## src/rtl/spi_mailbox_regs.sv

```systemverilog
// rtl/spi_mailbox_regs.sv - SPI-addressed register mailbox with TX/RX byte FIFOs
// Define SPI_MAILBOX_IRQ_EN to add the registered o_irq output and CTRL irq enables.
module spi_mailbox_regs #(
    parameter int         DEPTH    = 8,
    parameter logic [7:0] ID_VALUE = 8'hA5
) (
    input  logic       i_clk,
    input  logic       i_reset_n,
    input  logic [7:0] i_bus_addr,
    input  logic [7:0] i_bus_data,
    input  logic       i_bus_wr,
    output logic [7:0] o_bus_data,
    output logic [7:0] o_tx_data,
    output logic       o_tx_valid,
    input  logic       i_tx_ready,
    input  logic [7:0] i_rx_data,
    input  logic       i_rx_valid,
`ifdef SPI_MAILBOX_IRQ_EN
    output logic       o_rx_ready,
    output logic       o_irq
`else
    output logic       o_rx_ready
`endif
);

    localparam int            PW       = $clog2(DEPTH);
    localparam int            CW       = PW + 1;
    localparam logic [CW-1:0] FULL_CNT = CW'(DEPTH);
`ifdef SPI_MAILBOX_IRQ_EN
    localparam logic [7:0]    CTRL_MASK = 8'h0F;
`else
    localparam logic [7:0]    CTRL_MASK = 8'h03;
`endif

    logic [7:0]    tx_mem_q [DEPTH];
    logic [7:0]    rx_mem_q [DEPTH];
    logic [PW-1:0] tx_wptr_q, tx_wptr_d, tx_rptr_q, tx_rptr_d;
    logic [PW-1:0] rx_wptr_q, rx_wptr_d, rx_rptr_q, rx_rptr_d;
    logic [CW-1:0] tx_count_q, tx_count_d, rx_count_q, rx_count_d;
    logic [7:0]    scratch_q, scratch_d, ctrl_q, ctrl_d;
    logic          tx_ovf_q, tx_ovf_d, rx_ovf_q, rx_ovf_d, rx_udf_q, rx_udf_d;

    logic       tx_empty, tx_full, rx_empty, rx_full, tx_en, rx_en;
    logic       wr_scratch, wr_ctrl, wr_status, wr_tx, wr_rx;
    logic       tx_drain, tx_push, rx_accept, rx_pop;
    logic [7:0] rx_head, status;

    assign tx_empty = (tx_count_q == '0);
    assign tx_full  = (tx_count_q == FULL_CNT);
    assign rx_empty = (rx_count_q == '0);
    assign rx_full  = (rx_count_q == FULL_CNT);
    assign tx_en    = ctrl_q[0];
    assign rx_en    = ctrl_q[1];

    assign wr_scratch = i_bus_wr && (i_bus_addr == 8'h01);
    assign wr_ctrl    = i_bus_wr && (i_bus_addr == 8'h02);
    assign wr_status  = i_bus_wr && (i_bus_addr == 8'h03);
    assign wr_tx      = i_bus_wr && (i_bus_addr == 8'h04);
    assign wr_rx      = i_bus_wr && (i_bus_addr == 8'h05);

    assign o_tx_valid = tx_en & ~tx_empty;
    assign o_tx_data  = tx_empty ? 8'h00 : tx_mem_q[tx_rptr_q];
    assign o_rx_ready = rx_en & ~rx_full;
    assign rx_head    = rx_empty ? 8'h00 : rx_mem_q[rx_rptr_q];

    // A push into a full TX FIFO is legal when the head leaves on the same edge.
    assign tx_drain  = o_tx_valid & i_tx_ready;
    assign tx_push   = wr_tx && (!tx_full || tx_drain);
    assign rx_accept = i_rx_valid & o_rx_ready;
    assign rx_pop    = wr_rx && !rx_empty;

    assign status = {1'b0, rx_udf_q, rx_ovf_q, tx_ovf_q, rx_full, rx_empty, tx_full, tx_empty};

    always_comb begin
        o_bus_data = 8'h00;
        case (i_bus_addr)
            8'h00:   o_bus_data = ID_VALUE;
            8'h01:   o_bus_data = scratch_q;
            8'h02:   o_bus_data = ctrl_q;
            8'h03:   o_bus_data = status;
            8'h05:   o_bus_data = rx_head;
            8'h06:   o_bus_data = 8'(tx_count_q);
            8'h07:   o_bus_data = 8'(rx_count_q);
            default: o_bus_data = 8'h00;
        endcase
    end

    always_comb begin
        scratch_d  = wr_scratch ? i_bus_data : scratch_q;
        ctrl_d     = wr_ctrl ? (i_bus_data & CTRL_MASK) : ctrl_q;
        tx_wptr_d  = tx_push   ? tx_wptr_q + PW'(1) : tx_wptr_q;
        tx_rptr_d  = tx_drain  ? tx_rptr_q + PW'(1) : tx_rptr_q;
        rx_wptr_d  = rx_accept ? rx_wptr_q + PW'(1) : rx_wptr_q;
        rx_rptr_d  = rx_pop    ? rx_rptr_q + PW'(1) : rx_rptr_q;
        tx_count_d = tx_count_q + CW'(tx_push) - CW'(tx_drain);
        rx_count_d = rx_count_q + CW'(rx_accept) - CW'(rx_pop);
        // Set terms are OR'd after the clear so a same-cycle event wins over W1C.
        tx_ovf_d = (wr_tx && tx_full && !tx_drain) | (tx_ovf_q & ~(wr_status & i_bus_data[4]));
        rx_ovf_d = (rx_en && rx_full && i_rx_valid) | (rx_ovf_q & ~(wr_status & i_bus_data[5]));
        rx_udf_d = (wr_rx && rx_empty) | (rx_udf_q & ~(wr_status & i_bus_data[6]));
    end

    always_ff @(posedge i_clk or negedge i_reset_n) begin
        if (!i_reset_n) begin
            scratch_q  <= 8'h00;
            ctrl_q     <= 8'h00;
            tx_wptr_q  <= '0;
            tx_rptr_q  <= '0;
            rx_wptr_q  <= '0;
            rx_rptr_q  <= '0;
            tx_count_q <= '0;
            rx_count_q <= '0;
            tx_ovf_q   <= 1'b0;
            rx_ovf_q   <= 1'b0;
            rx_udf_q   <= 1'b0;
        end else begin
            scratch_q  <= scratch_d;
            ctrl_q     <= ctrl_d;
            tx_wptr_q  <= tx_wptr_d;
            tx_rptr_q  <= tx_rptr_d;
            rx_wptr_q  <= rx_wptr_d;
            rx_rptr_q  <= rx_rptr_d;
            tx_count_q <= tx_count_d;
            rx_count_q <= rx_count_d;
            tx_ovf_q   <= tx_ovf_d;
            rx_ovf_q   <= rx_ovf_d;
            rx_udf_q   <= rx_udf_d;
        end
    end

    // Storage is not reset; counts and pointers alone define what is valid.
    always_ff @(posedge i_clk) begin
        if (tx_push)   tx_mem_q[tx_wptr_q] <= i_bus_data;
        if (rx_accept) rx_mem_q[rx_wptr_q] <= i_rx_data;
    end

`ifdef SPI_MAILBOX_IRQ_EN
    logic irq_q, irq_d;

    assign irq_d = (ctrl_q[2] & ~rx_empty) | (ctrl_q[3] & (tx_ovf_q | rx_ovf_q | rx_udf_q));
    assign o_irq = irq_q;

    always_ff @(posedge i_clk or negedge i_reset_n) begin
        if (!i_reset_n) irq_q <= 1'b0;
        else            irq_q <= irq_d;
    end
`endif

endmodule
```

## config.mk

```make
export PLATFORM = sky130hd
export DESIGN_NAME = spi_mailbox_regs
export DESIGN_NICKNAME = d
export VERILOG_FILES = /design/src/rtl/spi_mailbox_regs.sv
export SDC_FILE = /design/constraint.sdc
export NUM_CORES = 1
export LEC_CHECK = 0
export CORE_MARGIN = 2
export CORE_UTILIZATION = 35
export CTS_BUF_LIST = sky130_fd_sc_hd__clkbuf_8 sky130_fd_sc_hd__clkbuf_16
export DETAILED_ROUTE_END_ITERATION = 7
export SLEW_MARGIN = 10
export SYNTH_ARGS = -nofsm -noshare
export SYNTH_HDL_FRONTEND = slang
export SYNTH_SLANG_ARGS = --single-unit
```

## constraint.sdc

```tcl
create_clock -name i_clk -period 7.8 [get_ports i_clk]
set_input_delay 1.56 -clock i_clk [delete_from_list [all_inputs] [get_ports i_clk]]
set_output_delay 1.56 -clock i_clk [all_outputs]
set_load 0.03 [all_outputs]
```

; ---- Word level (Yosys, flattened, before mapping)
; Memories as Yosys holds them, arrays and structs flattened.
; Cells that the tools add are included.
[classes]
add_sub_neg = 8
multipliers = 0
n_div = 0
order_cmp = 0
eq_ne = 9
shifts = 0
n_mux = 7
bitwise_logic = 18
reduce_logical = 19
[ops]
columns = op, count
row1 = $pmux 8 s7, 1
row2 = $eq 8x3->1 const B, 4
row3 = $eq 8x2->1 const B, 2
row4 = $mux 8, 2
row5 = $add 3x1->3 const B, 4
row6 = $logic_and 1x1->1, 12
row7 = $and 1x1->1, 10
row8 = $add 4x1->4, 2
row9 = $eq 4x4->1 const B, 2
row10 = $eq 8x1->1 const B, 1
row11 = $logic_not 4->1, 2
row12 = $logic_not 8->1, 1
row13 = $sub 4x1->4, 2
row14 = $not 1->1, 5
row15 = $mux 1, 4
row16 = $logic_not 1->1, 3
row17 = $or 1x1->1, 3
row18 = $logic_or 1x1->1, 1
[word_totals]
ff_bits = 33
latch_bits = 0
ramBits = 128
mem_bits_ro = 0
output_inout_bits = 18
word_cells = 74
mem_count = 2
[memory_table]
columns = memory, words, width, rd, rd_ports_with_merged_regs, wr, line
row1 = rx_mem_q, 8, 8, 1, 0, 1, 36  ; logic [7:0] rx_mem_q [DEPTH];
row2 = tx_mem_q, 8, 8, 1, 0, 1, 35  ; logic [7:0] tx_mem_q [DEPTH];

; ---- Depth between registers and ports, before layout
; Gate-level depths: netlist (run 1).
[logic_depth]
depth_word = 8
depth_mapped = 11
depth_no_buf = 11

; ---- Least setup slack after synthesis (run 1)
; No wires, ideal clock.
[synth_path]
path_type = input -> output
from = input port i_bus_addr[5]
to = output port o_bus_data[6]
arrival_time_ps = 3371
slack_ps = 2869
cell_stages = 5
n_path_buf = 2
cell_sequence = or4_4 -> buf_6 -> or4b_4 -> buf_6 -> o22ai_1
[synth_via]
elab_chain_cells = 2
elab_cells_between_ends = 8
classes_between = eq/ne (6) / mux (1) / reduce/logical (1)
[synth_rtl]
columns = element, line
row1 = start: declaration, 9  ; input logic [7:0] i_bus_addr,
row2 = $eq 8x3->1 (tied with other cells), 76  ; case (i_bus_addr)
row3 = $pmux 8 s7 (*), 76
row4 = end: declaration, 12  ; output logic [7:0] o_bus_data,
; Every way passes the cells marked *; elsewhere a longest branch is shown, timed or not.

; ---- Worst setup path after layout (run 1)
[layout_path]
from = input port i_bus_addr[1]
to = output port o_bus_data[0]
; Same word-level chain as after synthesis.

==> results.json, run 1 <==
{
  "outcome": "finished clean",
  "hp-class": "register to register",
  "avgSynthCellArea_um2": 17.1,
  "yosysSeqAreaShare": 0.674,
  "startpoint_type": "input port",
  "yosys_warnings": 0,
  "synthAdderAreaFrac": 0.0329,
  "clock-sinks": 161,
  "grt_use_total": 0.144,
  "die_y_um": 145,
  "muxShareOfSynthArea": 0.156,
  "gr-usage-met1": 0.180,
  "cp_common_cell": "clkdlybuf4s50_1",
  "htreeDepth": 4,
  "yosys.area_share.xor_xnor": 0.0152,
  "final_cell_mix": "edfxtp_1 (128), clkdlybuf4s50_1 (45), mux4_2 (32), dfrtp_1 (31), nand2_1 (24)",
  "synth_nets": 450,
  "routed_wl_mm": 13.9,
  "hold_viol": 0,
  "wl_per_cell_um": 18.8,
  "period_share": 0.785,
  "async_flop_share": 0.205,
  "grt_util_met3": 0.0405,
  "relSlewSlack": 0.349,
  "crit_type": "input port to primary output",
  "maxCapViolations": 0,
  "dr.pass1.iters": 4,
  "clk_pin_slew_ps": 60,
  "cts_tree": "yes",
  "clkLatencyLatePin_ps": 430,
  "required_ps": 6240,
  "crit_chain": "clkdlybuf4s50_1, or3b_2, or4b_4, a21o_1, o311ai_1, clkdlybuf4s50_1",
  "portBuffers": 46,
  "synthSimpleGateAreaFrac": 0.0681,
  "post_cts_resized": 0,
  "fin_skew_ps": 10.7,
  "std_cell_rows": 51,
  "p_leak_nw": 2.82,
  "multi_input_area_mm2": 0.00213,
  "max_freq_mhz": 163,
  "grt_start_max_net_pins": 34,
  "antenna_found_initial": 0,
  "io_pins": 47,
  "clk_path_buf_depth": 2,
  "antenna_cells": 0,
  "syn2layout_area_growth_pct": 19.6,
  "vias": 3656,
  "met2_usage": 0.244,
  "hold_buffers": 0,
  "worst_slew_pin_slew_ps": 968,
  "synth.cell_area_mm2": 0.00692,
  "start_util": 0.356,
  "arrival_ps": 4560,
  "max_stage_delay_ps": 770,
  "setup_violations": 0,
  "place_hpwl_mm": 9.51,
  "crit_fanout": 13,
  "synth_top_family_by_area": "multiplexers",
  "root_buffer": "clkbuf_16",
  "power_density_mw_per_mm2": 271,
  "cp_slowest_cell": "clkdlybuf4s50_1",
  "layout.nets": 504,
  "core-area_mm2": 0.0195,
  "synthFlopType": "edfxtp_1",
  "crit_path_end_kind": "primary output",
  "n_fill_cell": 1714,
  "seq_area_mm2": 0.00467,
  "rsz0062_at_grt": "false",
  "grt_pass1_wl_mm": 21.9,
  "grt_overflow": 0,
  "ys_seq_elements": 161,
  "ant_nets": 0,
  "fp.dieArea_mm2": 0.0209,
  "yosys.cell_types.count": 49,
  "postCtsSetupRepairBufs": 0,
  "ir_worst_vdd_v": 0.000172,
  "cts_buffers": 17,
  "via_per_inst": 4.97,
  "place_area_mm2": 0.00770,
  "die_x_um": 145,
  "drcViolationCount": 0,
  "design_area_mm2": 0.00828,
  "final_common_cell": "edfxtp_1",
  "drtIter0Drc": 126,
  "synth_compound_area_frac": 0.0327,
  "grt-busiest-layer": "met2",
  "setup_tns_ps": 0,
  "synthCells": 404,
  "fin_crit_ps": 6120,
  "grt_pass1_vias": 3847,
  "gp_congestion": 0.871,
  "synth_edf_count": 128,
  "final_util": 0.426,
  "drive_gt1_frac": 0.210,
  "final-max-slew-violation-count": 0
}
[synth_stat cells (2+ instances only)]
library cell / instances / area share
mux4_2: 32 / 0.10
fa_1: 2 / 0.0058
clkbuf_1: 9 / 0.0049
nor2_1: 23 / 0.012
inv_1: 15 / 0.0081
o2bb2ai_1: 2 / 0.0025
or3b_2: 3 / 0.0038
nor2b_1: 4 / 0.0036
mux2_2: 14 / 0.023
nand2_1: 24 / 0.013
nor3_1: 6 / 0.0043
ha_1: 15 / 0.027
buf_6: 2 / 0.0033
o22ai_1: 3 / 0.0027
mux2i_1: 19 / 0.027
a311o_1: 2 / 0.0029
a21o_1: 4 / 0.0043
a31oi_1: 3 / 0.0027
buf_1: 3 / 0.0016
a21oi_1: 2 / 0.0014
nor3b_1: 5 / 0.0054
o21ai_1: 2 / 0.0014
xnor2_1: 6 / 0.0076
nor4b_1: 2 / 0.0025
nor4_1: 2 / 0.0018
dfrtp_1: 33 / 0.12
edfxtp_1: 128 / 0.56
nand3_1: 6 / 0.0043
nand2b_1: 5 / 0.0045
buf_2: 4 / 0.0029
xor2_1: 6 / 0.0076
[where the power goes]
part	internal (W)	switching, W	leakage (nW)
registers	0.000967	0.0000813	1.59
clock network	0.000474	0.000343	0.277
logic	0.000199	0.000180	0.959
[cell families (layout without fill, tap and decap cells)]
kind of cell               Yosys count  in the layout
AOI/OAI and AO/OA                   28             28
xor gates and xnor gates            12             12
adders and majority gates           17             17
buffers and inverters               33            100
DFF                                161            161
muxes                               66             66
and+or+nand+nor                     87             87
[metrics by stage]
| stage | total power, W | worst slack (ps) | hold WS [ps] | std cells |
|---|---|---|---|---|
| after floorplan | 0.00131 | 2870 | 456 | 404 |
| final | 0.00224 | 1680 | 500 | 736 |
| after CTS | 0.00227 | 1690 | 497 | 736 |
| after global placement | 0.00144 | 1770 | 485 | 704 |
| after detailed placement | 0.00145 | 1710 | 482 | 704 |
| after global routing | 0.00235 | 1590 | 525 | 736 |
[flip-flops by register name (all words and copies together), names as in the netlist, 2 cells and up]
register,cells
scratch_q,8
rx_wptr_q,3
rx_rptr_q,3
rx_count_q,4
tx_mem_q,64
rx_mem_q,64
tx_wptr_q,3
tx_count_q,4
tx_rptr_q,3
ctrl_q,2
[layout make-up]
class / count / area share
Timing Repair Buffer: 53 / 0.0613
Tap cell: 265 / 0.0400
Clock inverter: 15 / 0.0190
Clock buffer: 17 / 0.0514
Sequential cell: 161 / 0.564
Multi-Input combinational cell: 210 / 0.257
Inverter: 15 / 0.00680
[worst max-delay path, delay by kind of cell]
kind | cells | cell delay, ps
and+or+nand+nor | 2 | 1240
buffers and inverters | 2 | 1450
AOI/OAI and AO/OA | 2 | 300
[final timing paths]
| check | slack (ps) | cells past startpoint | from | endpoint |
|---|---|---|---|---|
| min in group asynchronous | 1210 | 1 | i_reset_n | tx_count_q[2]$_DFF_PN0_ |
| min | 500 | 1 | tx_wptr_q[2]$_DFFE_PN0P_ | tx_wptr_q[2]$_DFFE_PN0P_ |
| min reg2reg | 500 | 1 | tx_wptr_q[2]$_DFFE_PN0P_ | tx_wptr_q[2]$_DFFE_PN0P_ |
| max reg2reg | 5090 | 6 | tx_count_q[3]$_DFF_PN0_ | tx_mem_q[5][4]$_DFFE_PP_ |
| max in group asynchronous | 6050 | 1 | i_reset_n | rx_rptr_q[1]$_DFFE_PN0P_ |
| max | 1680 | 6 | i_bus_addr[1] | o_bus_data[0] |
[routing by layer]
layer / wire [um] / part of all wire / vias up
met3: 510 / 0.037 / 14
met4: 202 / 0.015 / 0
met5: 0 / 0 / -
met2: 6960 / 0.50 / 74
li1: - / - / 1685
met1: 6200 / 0.45 / 1883
Power figures use the tool's default switching activity.
==> inputs of run 2 (changes only) <==
==> constraint.sdc (replaced) <==
create_clock -name i_clk -period 5.3 [get_ports i_clk]
set_input_delay 1.06 -clock i_clk [delete_from_list [all_inputs] [get_ports i_clk]]
set_output_delay 1.06 -clock i_clk [all_outputs]
set_load 0.03 [all_outputs]
==> run 2 against run 1 <==
Compared with the run above: sequential power rose by 47%; global-route usage rose by 0.31 points; via count fell by 0.33%; clock skew fell by 3.2 ps; highest routed layer unchanged.
==> results.json, run 2 (synthesized netlist as in run 1, its figures left out) <==
{
  "required_ps": 4240,
  "arrival_ps": 3820,
  "die_y_um": 145,
  "grt_use_total": 0.148,
  "syn2layout_area_growth_pct": 20.7,
  "rr_endpoint": "tx_mem_q[7][7]$_DFFE_PP_",
  "htreeDepth": 4,
  "worstSetupStartpoint": "i_bus_addr[5]",
  "hold_ws_ps": 493,
  "vias": 3644,
  "timing.rr.start": "tx_count_q[2]$_DFF_PN0_",
  "finalPower_w": 0.00335,
  "clk_path_buf_depth": 2,
  "layout.nets": 509,
  "post_cts_resized": 0,
  "crit_type": "input port to primary output",
  "max_stage_delay_ps": 770,
  "cts_tree": "yes",
  "die_x_um": 145,
  "via_per_inst": 4.92,
  "p_leak_nw": 2.86,
  "fin_crit_ps": 4880,
  "fp.dieArea_mm2": 0.0209,
  "ir_worst_vdd_v": 0.000315,
  "startpoint_type": "input port",
  "cp_slowest_cell": "clkdlybuf4s50_1",
  "clkLatencyLatePin_ps": 420,
  "period_share": 0.921,
  "power_density_mw_per_mm2": 401,
  "antenna_cells": 0,
  "core-area_mm2": 0.0195,
  "final_util": 0.429,
  "place_area_mm2": 0.00774,
  "std_cell_rows": 51,
  "cp_common_cell": "clkdlybuf4s50_1",
  "crit_chain": "clkdlybuf4s50_1, or4_4, or4b_4, a21o_1, o311ai_1, clkdlybuf4s50_1",
  "gp_congestion": 0.824,
  "grt_pass1_vias": 3851,
  "drcViolationCount": 0,
  "final_common_cell": "edfxtp_1",
  "place_hpwl_mm": 9.60,
  "root_buffer": "clkbuf_16",
  "top_regs": "rx_mem_q: 64 flops, tx_mem_q: 64 flops, scratch_q: 8 flops",
  "crit_path_end_kind": "primary output",
  "final_cell_mix": "edfxtp_1 (128), clkdlybuf4s50_1 (45), mux4_2 (32), dfrtp_1 (32), nand2_1 (24)",
  "setup_violations": 0,
  "outcome": "finished clean",
  "io_pins": 47,
  "worst_slew_pin_slew_ps": 898,
  "portBuffers": 46,
  "max_freq_mhz": 205,
  "final-max-slew-violation-count": 0,
  "grt_pass1_wl_mm": 22.3,
  "hold_viol": 0,
  "clk_pin_slew_ps": 60,
  "rrSetupSlack_ps": 2500,
  "ant_nets": 0,
  "wl_per_cell_um": 19.0,
  "rsz0062_at_grt": "false",
  "clock-sinks": 161,
  "worstHoldStart": "rx_udf_q$_DFF_PN0_",
  "routed_wl_mm": 14.1,
  "hp-class": "register to register",
  "drive_gt1_frac": 0.221,
  "grt_start_max_net_pins": 34,
  "fin_skew_ps": 7.46,
  "cts_buffers": 17,
  "maxCapViolations": 0,
  "hold_buffers": 0,
  "drtIter0Drc": 193,
  "crit_fanout": 8,
  "design_area_mm2": 0.00836,
  "setup_tns_ps": 0,
  "grt_overflow": 0,
  "relSlewSlack": 0.399,
  "ff2ff_path_depth": 6,
  "setup.worst_path.end": "o_bus_data[0]",
  "antenna_found_initial": 0,
  "postCtsSetupRepairBufs": 0,
  "start_util": 0.356,
  "dr.pass1.iters": 4
}
## run 2: final cells by class
class | count | area (um^2)
Clock buffer | 17 | 425
Timing Repair Buffer | 58 | 546
Clock inverter | 15 | 184
Tap cell | 265 | 332
Fill cell | 1722 | 11100
Sequential cell | 161 | 4670
Multi-Input combinational cell | 210 | 2140
Inverter | 15 | 56.3
## run 2: how the worst min path moves through the flow
stage	endpoint	slack [ps]	cells after the start
6_report	rx_udf_q$_DFF_PN0_	490	1
5_1_grt	tx_ovf_q$_DFF_PN0_	510	1
3_3_place_gp	rx_udf_q$_DFF_PN0_	480	1
2_1_floorplan	rx_udf_q$_DFF_PN0_	460	1
3_5_place_dp	rx_udf_q$_DFF_PN0_	480	1
4_1_cts	rx_udf_q$_DFF_PN0_	490	1
## run 2: through the flow
stage                     worst slack (ps)  instances
after floorplan                       1370        404
after global placement                 475        709
after detailed placement               451        709
after CTS                              425        741
after global routing                   385        741
final                                  418        741
## run 2: routing by layer
layer | part of all wire | up-vias | GRT usage
li1 | - | 1693 | -
met3 | 0.033 | 19 | 0.0339
met2 | 0.50 | 69 | 0.250
met5 | 0 | - | 0
met4 | 0.017 | 0 | 0.0511
met1 | 0.45 | 1863 | 0.187
## run 2: power by group
part | switching, W | total (W) | internal, W | leakage (nW)
registers | 0.000117 | 0.00154 | 0.00142 | 1.59
clock network | 0.000503 | 0.00125 | 0.000746 | 0.285
logic | 0.000269 | 0.000564 | 0.000295 | 0.987
total | 0.000890 | 0.00335 | 0.00246 | 2.86
## run 2: worst max-delay path: cells and delay by family
family | cells | cell delay, ps
AO/OA/AOI/OAI | 2 | 320
AND/OR/NAND/NOR | 2 | 1260
buffers and inverters | 2 | 1190
==> inputs of run 3 (changes only) <==
--- a/config.mk
+++ b/config.mk
@@ -5,10 +5,12 @@
 export SDC_FILE = /design/constraint.sdc
 export NUM_CORES = 1
 export LEC_CHECK = 0
+export CAP_MARGIN = 20
 export CORE_MARGIN = 2
 export CORE_UTILIZATION = 35
 export CTS_BUF_LIST = sky130_fd_sc_hd__clkbuf_8 sky130_fd_sc_hd__clkbuf_16
 export DETAILED_ROUTE_END_ITERATION = 7
+export HOLD_SLACK_MARGIN = 0.1
 export SLEW_MARGIN = 10
 export SYNTH_ARGS = -nofsm -noshare
 export SYNTH_HDL_FRONTEND = slang
==> run 3 against run 2 <==
Compared with the run above: die area stayed put; setup slack worse by 10 ps; design area is 0.31% higher; global-route usage hardly changed; routed wire length is 0.11% lower; core utilization is 0.14 points higher; highest routed layer unchanged.
==> results.json, run 3 (synthesized netlist as in run 1, its figures left out) <==
{
  "clkLatencyLatePin_ps": 420,
  "cts_buffers": 17,
  "layout.nets": 510,
  "hp-class": "register to register",
  "fin_crit_ps": 4890,
  "whs_endpoint": "tx_wptr_q[2]$_DFFE_PN0P_",
  "clock-sinks": 161,
  "crit_fanout": 8,
  "crit_path_end_kind": "primary output",
  "outcome": "finished clean",
  "syn2layout_area_growth_pct": 21.1,
  "top_regs": "rx_mem_q: 64 flops, tx_mem_q: 64 flops, scratch_q: 8 flops",
  "critPathTopFamily": "simple AND/OR/NAND/NOR gates",
  "rrSetupSlack_ps": 2480,
  "max_freq_mhz": 204,
  "grt_start_max_net_pins": 34,
  "io_pins": 47,
  "fin_skew_ps": 6.44,
  "wl_per_cell_um": 19.0,
  "crit_cells": 6,
  "fp.dieArea_mm2": 0.0209,
  "timing.rr.start": "tx_count_q[2]$_DFF_PN0_",
  "clk_pin_slew_ps": 60,
  "required_ps": 4240,
  "cp_common_cell": "clkdlybuf4s50_1",
  "final_cell_mix": "edfxtp_1 (128), clkdlybuf4s50_1 (45), dfrtp_1 (33), mux4_2 (32), nand2_1 (24)",
  "period_share": 0.923,
  "ff2ff_path_depth": 6,
  "cp_slowest_cell": "clkdlybuf4s50_1",
  "grt_use_total": 0.148,
  "worstHoldStart": "tx_wptr_q[2]$_DFFE_PN0P_",
  "max_stage_delay_ps": 770,
  "post_cts_resized": 0,
  "antenna_cells": 0,
  "hold_depth": 1,
  "core-area_mm2": 0.0195,
  "p_int_w": 0.00248,
  "clk_path_buf_depth": 2,
  "grt_pass1_wl_mm": 22.3,
  "via_per_inst": 4.94,
  "arrival_ps": 3830,
  "hold_viol": 0,
  "htreeDepth": 4,
  "grt_pass1_vias": 3894,
  "antenna_found_initial": 0,
  "maxCapViolations": 0,
  "path_buf_inv": 2,
  "root_buffer": "clkbuf_16",
  "dr.pass1.iters": 4,
  "die_x_um": 145,
  "final-max-slew-violation-count": 0,
  "crit_type": "input port to primary output",
  "rr_endpoint": "tx_mem_q[6][3]$_DFFE_PP_",
  "startpoint_type": "input port",
  "vias": 3664,
  "switching_share": 0.266,
  "p_comb_frac": 0.180,
  "std_cell_rows": 51,
  "hold_buffers": 0,
  "rsz0062_at_grt": "false",
  "final_common_cell": "edfxtp_1",
  "power_density_mw_per_mm2": 404,
  "crit_chain": "clkdlybuf4s50_1, or4_4, or4b_4, a21o_1, o311ai_1, clkdlybuf4s50_1",
  "setup_violations": 0,
  "worst_slew_pin_slew_ps": 885,
  "drtIter0Drc": 188,
  "power_frac_seq": 0.449,
  "finalPower_w": 0.00338,
  "setup_tns_ps": 0,
  "portBuffers": 46,
  "drive_gt1_frac": 0.222,
  "routed_wl_mm": 14.1,
  "place_hpwl_mm": 9.62,
  "switchingPower_w": 0.000899,
  "die_y_um": 145,
  "relSlewSlack": 0.407,
  "start_util": 0.356,
  "grt_overflow": 0,
  "gp_congestion": 0.824,
  "ir_worst_vdd_v": 0.000235,
  "ant_nets": 0,
  "clkPwrFrac": 0.371,
  "cts_tree": "yes",
  "p_leak_nw": 2.88,
  "postCtsSetupRepairBufs": 0,
  "drcViolationCount": 0
}
==> run 3: changes by cell type in the layout (fill, tap and decap cells not counted) <==
| cell | previous run | this run |
|---|---|---|
| buf_16 | 0 | 1 |
| clkinv_1 | 1 | 0 |
| clkinv_2 | 1 | 3 |
| clkinvlp_4 | 4 | 2 |
| dfrtp_1 | 32 | 33 |
| dfrtp_2 | 1 | 0 |
| inv_6 | 2 | 3 |
==> run 3: layout make-up <==
cell class,instances,area (um^2)
Clock buffer,17,425
Clock inverter,15,184
Fill cell,1727,11100
Inverter,15,56.3
Multi-Input combinational cell,210,2140
Sequential cell,161,4670
Tap cell,265,332
Timing Repair Buffer,59,573
==> run 3: through the flow <==
stage | cells | hold WS (ps) | util | instance area (um^2) | worst slack [ps]
6_report | 742 | 501 | 0.431 | 8380 | 408
5_1_grt | 742 | 511 | 0.431 | 8380 | 350
4_1_cts | 742 | 497 | 0.431 | 8380 | 429
3_5_place_dp | 710 | 477 | 0.399 | 7770 | 450
3_3_place_gp | 709 | 480 | 0.398 | 7740 | 475
2_1_floorplan | 404 | 456 | - | 6920 | 1370
==> run 3: worst max-delay path by stage <==
stage	slack, ps	startpoint	end
floorplan	1370	i_bus_addr[5]	o_bus_data[6]
global placement	480	i_bus_addr[5]	o_bus_data[0]
detailed placement	450	i_bus_addr[5]	o_bus_data[0]
CTS	430	i_bus_addr[5]	o_bus_data[0]
global route	350	i_bus_addr[2]	o_bus_data[0]
finish	410	i_bus_addr[5]	o_bus_data[0]
==> run 3: metal layers <==
layer  global-route usage  wire (um)  vias to the layer above
met5                    0          0                        -
met4               0.0588        248                        0
met2                0.261       7300                       85
met3               0.0296        529                       13
met1                0.178       5990                     1871
li1                     -          -                     1695
==> run 3: power groups by stage <==
stage	sequential [W]	clock, W	combinational, W
finish	0.00152	0.00126	0.000608
global route	0.00154	0.00133	0.000674
CTS	0.00152	0.00128	0.000619
detailed placement	0.00155	0	0.000615
global placement	0.00157	0	0.000553
floorplan	0.00149	0	0.000439
==> RTL change: new RTL, settings of run 1 <==
`DEPTH`: 8 -> 16.
--- a/src/rtl/spi_mailbox_regs.sv
+++ b/src/rtl/spi_mailbox_regs.sv
@@ -2,5 +2,5 @@
 // Define SPI_MAILBOX_IRQ_EN to add the registered o_irq output and CTRL irq enables.
 module spi_mailbox_regs #(
-    parameter int         DEPTH    = 8,
+    parameter int         DEPTH    = 16,
     parameter logic [7:0] ID_VALUE = 8'hA5
 ) (
Behaviour: not the same (a bounded check fails within 10 cycles, from zero or initial values and one cycle with i_reset_n low).
==> RTL change against run 1 <==
Total power rose by 70%; design area rose by 71%; synthesized area rose by 78%; critical endpoint unchanged; highest routed layer is now met5; critical path depth did not move; routed wire length rose by 89%; largest cell class unchanged; setup slack got worse by 150 ps; clock skew rose by 2.8 ps; sequential cell count rose by 134; register-to-register slack got worse by 650 ps.
==> RTL change: results (changes against run 1) <==
[routing]
routed-wl-met3_mm=1.52  ; +200%
wl_met1_mm=11.2  ; +81%
wl_mm=26.2  ; +89%
route.met2.wl_mm=13.1  ; +88%
drt_iter0_markers=519  ; +310%

[logic_synthesis]
synth_common_cells=256 x edfxtp_1, 58 x mux4_2, 42 x mux2i_1, 39 x dfrtp_1, 24 x nor2_1
ys_seq_area_share_pct=70.3  ; +2.8 points
synth-edff-count=256  ; +100%
synthDistinctLibCells=54  ; +10%

[placed_design]
gp_congestion=0.792  ; -9.1%
dpl_cell_area_sq_um=13200  ; +72%

[clocking]
cts_buffers=30  ; +13
insertion_delay_ps=550  ; +120 ps

[power_and_ir_drop]
peakVddDrop_v=0.000179  ; +4.4%
seq-power_mw=1.83  ; +74%
leakage_nw=4.71  ; +67%
pwr-share-comb_pct=16.7  ; -0.2 points

[global_routing]
grt_pass1_vias=6278  ; +63%
use_met2_pct=24.8  ; +0.44 points

[critical_path]
arrival_ps=4710  ; +150 ps
critPathSlowestCell=nor4_1
max_stage_delay_ps=810  ; +40 ps
cp_top_family=simple AND/OR/NAND/NOR gates

[cells_and_area]
final_util_pct=41.0  ; -1.6 points
top_regs=rx_mem_q x128, tx_mem_q x128, scratch_q x8

[run_status]
status=completed

-- RTL change: changes by cell type in the layout (fill, tap and decap cells not counted), moves of 8 or more --
cell	run 1	this run
edfxtp_1	128	256
nand4_1	1	9
mux4_2	32	58
a22oi_1	0	8
and3_1	0	18
xnor2_1	6	15
mux2_1	1	12
mux2_2	14	3
inv_1	15	23
mux2i_1	19	42
nand2_1	24	15
clkbuf_16	17	31
-- RTL change: layout make-up --
type                    instances  area share [%]
diodes                          1          0.0176
clock buffers                  34            5.75
clock inverters                22           0.943
inverters                      19           0.502
multi-input cells             330            24.3
flip-flops and latches        295            61.0
well taps                     455            4.01
repair buffers                 51            3.47
-- RTL change: cell families (layout without fill, tap and decap cells) --
| kind of cell | Yosys count | count (layout) | share of synthesized area, % |
|---|---|---|---|
| flops | 295 | 295 | 70.3 |
| fa+ha+maj | 23 | 23 | 2.46 |
| compound gates | 57 | 57 | 3.19 |
| other cells | 0 | 1 | 0 |
| mux | 115 | 115 | 15.4 |
| buf+inv | 53 | 126 | 1.94 |
| xor+xnor | 20 | 20 | 1.42 |
| simple gates | 115 | 115 | 5.36 |
-- RTL change: worst paths after layout --
kind / start / endpoint / slack (ps) / cells after the start
max: i_bus_addr[5] / o_bus_data[0] / 1530 / 6
min: tx_rptr_q[0] / tx_rptr_q[0] / 500 / 1
max reg2reg: rx_count_q[2] / rx_count_q[4] / 4440 / 14
min reg2reg: tx_rptr_q[0] / tx_rptr_q[0] / 500 / 1
max in group asynchronous: i_reset_n / rx_rptr_q[2] / 6030 / 1
min in group asynchronous: i_reset_n / rx_wptr_q[0] / 1140 / 1
-- RTL change: per-stage QoR --
step,power (mW),std cells
2_1_floorplan,2.31,678
3_3_place_gp,2.50,1150
3_5_place_dp,2.51,1150
4_1_cts,3.87,1206
5_1_grt,3.99,1206
6_report,3.82,1207
